### config.mk
export PLATFORM = sky130hd
export DESIGN_NAME = pc_gen_unit
export DESIGN_NICKNAME = d
export VERILOG_FILES = /design/src/rtl/pc_gen_unit.sv
export SDC_FILE = /design/constraint.sdc
export NUM_CORES = 1
export LEC_CHECK = 0
export ABC_AREA = 1
export ABC_CLOCK_PERIOD_IN_PS = 2600
export CAP_MARGIN = 40
export CELL_PAD_IN_SITES_DETAIL_PLACEMENT = 2
export CELL_PAD_IN_SITES_GLOBAL_PLACEMENT = 2
export CORE_MARGIN = 3
export CORE_UTILIZATION = 26
export CTS_CLUSTER_SIZE = 28
export DETAILED_ROUTE_END_ITERATION = 8
export PLACE_DENSITY_LB_ADDON = 0.1
export SYNTH_ARGS = -nofsm -noshare
export SYNTH_HDL_FRONTEND = slang
export SYNTH_SLANG_ARGS = --single-unit
### constraint.sdc
create_clock -name clk -period 2.6 [get_ports clk]
set_input_delay 0.52 -clock clk [delete_from_list [all_inputs] [get_ports clk]]
set_output_delay 0.52 -clock clk [all_outputs]
set_load 0.01 [all_outputs]
### src/rtl/pc_gen_unit.sv
// Program-counter generator for instruction fetch: holds the fetch address,
// offers it on a valid/ready handshake, and handles redirects, traps and stalls.
module pc_gen_unit #(
  parameter int unsigned          XLEN         = 32,
  parameter logic [XLEN-1:0]      RESET_VECTOR = 32'h0100_0000,
  parameter logic [XLEN-1:0]      TRAP_VECTOR  = 32'h0100_0100,
  parameter int unsigned          ILEN_BYTES   = 4,
  parameter int unsigned          CNT_W        = 16
) (
  input  logic             clk,
  input  logic             rst,
  input  logic             en,
  input  logic             redirect_valid,
  input  logic [XLEN-1:0]  redirect_pc,
  input  logic             trap_valid,
  input  logic             fetch_ready,
  output logic             fetch_valid,
  output logic [XLEN-1:0]  pc,
  output logic [XLEN-1:0]  pc_inc,
  output logic             misaligned_err,
  output logic [CNT_W-1:0] fetch_count
);

  localparam int unsigned ALIGN_W = $clog2(ILEN_BYTES);

  typedef enum logic [1:0] {BOOT, RUN, STALL} state_t;

  state_t          state, state_nxt;
  logic [XLEN-1:0] pc_nxt;
  logic            fire;
  logic            misalign;

  // The request is outstanding for as long as we sit in RUN.
  assign fetch_valid = (state == RUN);
  assign fire        = fetch_valid & fetch_ready;
  assign misalign    = redirect_valid & (redirect_pc[ALIGN_W-1:0] != '0);
  assign pc_inc      = pc + XLEN'(ILEN_BYTES);

  always_comb begin
    pc_nxt = pc;
    if (trap_valid)          pc_nxt = TRAP_VECTOR;
    else if (misalign)       pc_nxt = TRAP_VECTOR;
    else if (redirect_valid) pc_nxt = redirect_pc;
    else if (fire)           pc_nxt = pc_inc;
  end

  always_comb begin
    state_nxt = state;
    unique case (state)
      BOOT:    if (en) state_nxt = RUN;
      RUN:     if (!en && fire) state_nxt = STALL;
      STALL:   if (en) state_nxt = RUN;
      default: state_nxt = BOOT;
    endcase
  end

  always_ff @(posedge clk or negedge rst) begin
    if (!rst) begin
      state          <= BOOT;
      pc             <= RESET_VECTOR;
      misaligned_err <= 1'b0;
      fetch_count    <= '0;
    end else begin
      state          <= state_nxt;
      pc             <= pc_nxt;
      misaligned_err <= misalign & ~trap_valid;
      if (fire) fetch_count <= fetch_count + CNT_W'(1);
    end
  end

endmodule

==> out/results.txt <==
Result of the run: completed
Total Routing Usage GR: 19.1%
Worst-margin pin slew: 497 ps
Launch instance of the worst register-to-register path: state[1]
Final hold violation count: 0
Largest cells by area after synthesis: dfrtp_1, nand2_1, nor2_1
Critical-path top delay cell: clkdlybuf4s50_1
Minimum clock period after layout: 2530 ps
Post-Syn Instances: 485
Number of cells traversed by the worst register-to-register path: 9
Number of port buffers: 119
Initial antenna violation count: 0
Maximum number of pins on one net before global-route repair: 44
Fin. max-slew vios: 0
Synthesis warning total: 0
Most used standard cell by instance count after synthesis: nand2_1
Final hold slack: 164 ps
Remaining DRCs: 0
FF-to-FF setup slack: 950 ps
Leakage power summed over all cells: 2.39 nW
Vias in the first global route: 4111
H-tree lvl count: 2
Unrepaired setup endpoints after global routing: yes
Total Wirelength: 13.5 mm
Biggest fanout along the worst timing path: 4
Chip width: 120 µm
Diode count: 0
Element type at the critical path start: register
Total CTS buffers: 5
Placeable core region: 0.0127 mm²
CP endpoint kind: output pin
Number of distinct library cells after synthesis: 32
Count of max-cap constraint violations: 0
Number of flops mapped to enable cells by yosys: 0
Count of antenna-violating nets left after detailed routing: 0
Dominant register cell in the synthesized netlist: dfrtp_1
Worst Path Buf+Inv: 2
Proportion of power drawn by flip-flops and latches: 38.4%
Critical path data arrival time: 2010 ps
Syn nets: 525
Power density normalized to cell area: 493 mW/mm²
Final setup vio count: 0
Reported net switching power: 0.000784 W
Share of cells above drive strength 1: 16.1%
Final worst-path setup slack: 65.0 ps
F_max: 0.394 GHz
Cell area after synthesis: 0.00339 mm²
Minimum setup slack after placement: 88.4 ps
Classification of the worst-slack hold path: primary input to asynchronous set/reset pin
Top Family by Delay on Critical Path: simple AND/OR/NAND/NOR gates
Die Y: 120 µm
Required time at the worst-slack endpoint: 2080 ps
Remaining max-slew budget at the tightest pin: 66.9%
Die area: 0.0144 mm²
Peak VDD IR: 0.355 mV
Clock tree root buffer cell: clkbuf_16
Count of fill cells added during filler insertion: 1525
Critical Path Max Stage Delay: 480 ps
Total of hold buffers inserted after clock tree synthesis: 0
Placed wire-length estimate: 10.4 mm
Share of synthesized registers carrying an async set or reset: 100%
First-pass iteration count of the detailed router: 5
Multi-input gate area: 0.00195 mm²
R2r endpoint: pc[8]
Critical path class: register to output pin
Top cells by instance count after synthesis: nand2_1, nor2_1, dfrtp_1
Wire length of the first global-routing pass: 21.8 mm
Routability Congestion: 0.804
Design internal power: 0.00178 W
Area share of the leading cell type in the synthesized netlist: 36.9%
Detailed router's first-iteration violation count: 100
Total I/O pin count: 120
Clock power frac: 34.5%
Worst path cell trace: nand2_1, nor2_2, nand2_4, nor2_4, xnor2_1, inv_1, clkdlybuf4s50_1
Share of synthesized area occupied by flip-flops and latches: 37.7%
Register area: 0.00129 mm²
Fraction of the cycle the final worst path needs: 97.5%
Post-synthesis to final-layout area growth: 53.5%
Number of nets in the finished design: 667
Post-synthesis sequential element count: 51
Count of vias placed by the detailed router: 3688
Overflow after GRT: 0
Initial Utilization: 26.7%
Register clock-pin slew on the reported worst setup and hold paths: 80 ps
Clock insertion delay at the later pin of the skew report: 310 ps
Worst clock skew: 11.3 ps
Combinational group share of total power: 27.1%
Mean post-synth cell area: 6.98 µm²
Post-detailed-route via-to-cell ratio: 4.61
Maximum buffer depth of the clock tree: 2
Number of cell rows: 41
Detailed-route wire length per cell: 16.8 µm
TritonCTS clock tree: built
Num Clock Sinks: 51
Switching power share of the total: 30.6%
Cell type contributing the most total cell area after synthesis: dfrtp_1
-- cells by family (layout without fill, tap and decap cells) --
kind of cell / Yosys count / count (layout) / share of synthesized area, %
AND/OR/NAND/NOR: 309 / 309 / 40.4
buffers and inverters: 55 / 198 / 6.98
flip-flops: 51 / 51 / 37.7
AO/OA/AOI/OAI: 43 / 43 / 6.80
XOR/XNOR: 24 / 24 / 7.09
adder cells (fa/ha/maj): 2 / 2 / 0.739
multiplexers: 1 / 1 / 0.296
-- final cells by class --
type                    count  area share (%)
flip-flops and latches     51            24.8
well taps                 172            4.14
repair buffers            147            26.8
multi-input cells         379            37.5
clock inverters             3            1.30
clock buffers               5            2.41
inverters                  43            3.11
-- cell usage in the layout (no fill, tap or decap), types with 2 or more instances in the layout --
| cell | instances |
|---|---|
| o21ai_1 | 10 |
| and2_1 | 2 |
| inv_1 | 37 |
| nor2_4 | 13 |
| clkdlybuf4s50_1 | 95 |
| o21ai_0 | 17 |
| nor2_1 | 84 |
| nand2_4 | 4 |
| inv_2 | 5 |
| nand2_2 | 11 |
| dfrtp_1 | 41 |
| buf_4 | 27 |
| nand3b_1 | 6 |
| nor2_2 | 12 |
| nand2_1 | 149 |
| bufinv_16 | 2 |
| xor2_1 | 12 |
| nand3_2 | 3 |
| xnor2_1 | 8 |
| xor2_2 | 4 |
| dlymetal6s2s_1 | 3 |
| nand3_1 | 22 |
| dlygate4sd2_1 | 20 |
| dfrtp_2 | 9 |
| o22ai_1 | 8 |
| clkbuf_16 | 5 |
| a21oi_1 | 6 |
| nand4_1 | 2 |
-- registers in the layout, summed over array words and instances (netlist names) --
| name | cells |
|---|---|
| fetch_count | 16 |
| state | 2 |
| misaligned_err | 1 |
| pc | 32 |
-- how the worst max path moves through the flow --
stage	depth (start not counted)	to	start
global placement	8	pc_inc[22]	pc[3]
CTS	7	pc_inc[15]	pc[2]
detailed placement	8	pc_inc[22]	pc[3]
floorplan	7	pc_inc[18]	pc[2]
finish	7	pc_inc[17]	pc[7]
global route	7	pc_inc[17]	pc[7]
-- power by group through the flow --
stage	registers [W]	clock network, W	logic, W
2_1_floorplan	0.00101	0	0.000262
5_1_grt	0.00100	0.000948	0.000767
6_report	0.000984	0.000885	0.000694
4_1_cts	0.000985	0.000916	0.000692
3_5_place_dp	0.000997	0	0.000698
3_3_place_gp	0.000990	0	0.000681
-- per-layer routing --
layer	vias up	GRT usage, %	share of wire [%]
met5	-	0	0
met4	0	4.15	1.1
met3	12	4.71	4.7
met2	67	34.6	52
met1	1821	22.7	42
li1	1788	-	-
-- through the flow --
| step | utilization [%] | total power, W | instances | TNS [ps] | instance area (µm²) |
|---|---|---|---|---|---|
| after global placement | 37.9 | 0.00167 | 775 | 0 | 4810 |
| after detailed placement | 37.9 | 0.00170 | 775 | 0 | 4810 |
| after floorplan | - | 0.00127 | 485 | 0 | 3390 |
| after CTS | 40.1 | 0.00259 | 788 | 0 | 5080 |
| after global routing | 41.0 | 0.00272 | 800 | -139 | 5200 |
| final | 41.0 | 0.00256 | 800 | 0 | 5200 |
-- timing repair --
action	CTS	global route
pin swaps	6	5
buffers inserted	5	12
endpoints found under the hold margin	0	0
resized for setup	42	10
setup endpoints to repair	23	13
No activity file was read; power rests on OpenSTA's default activity.
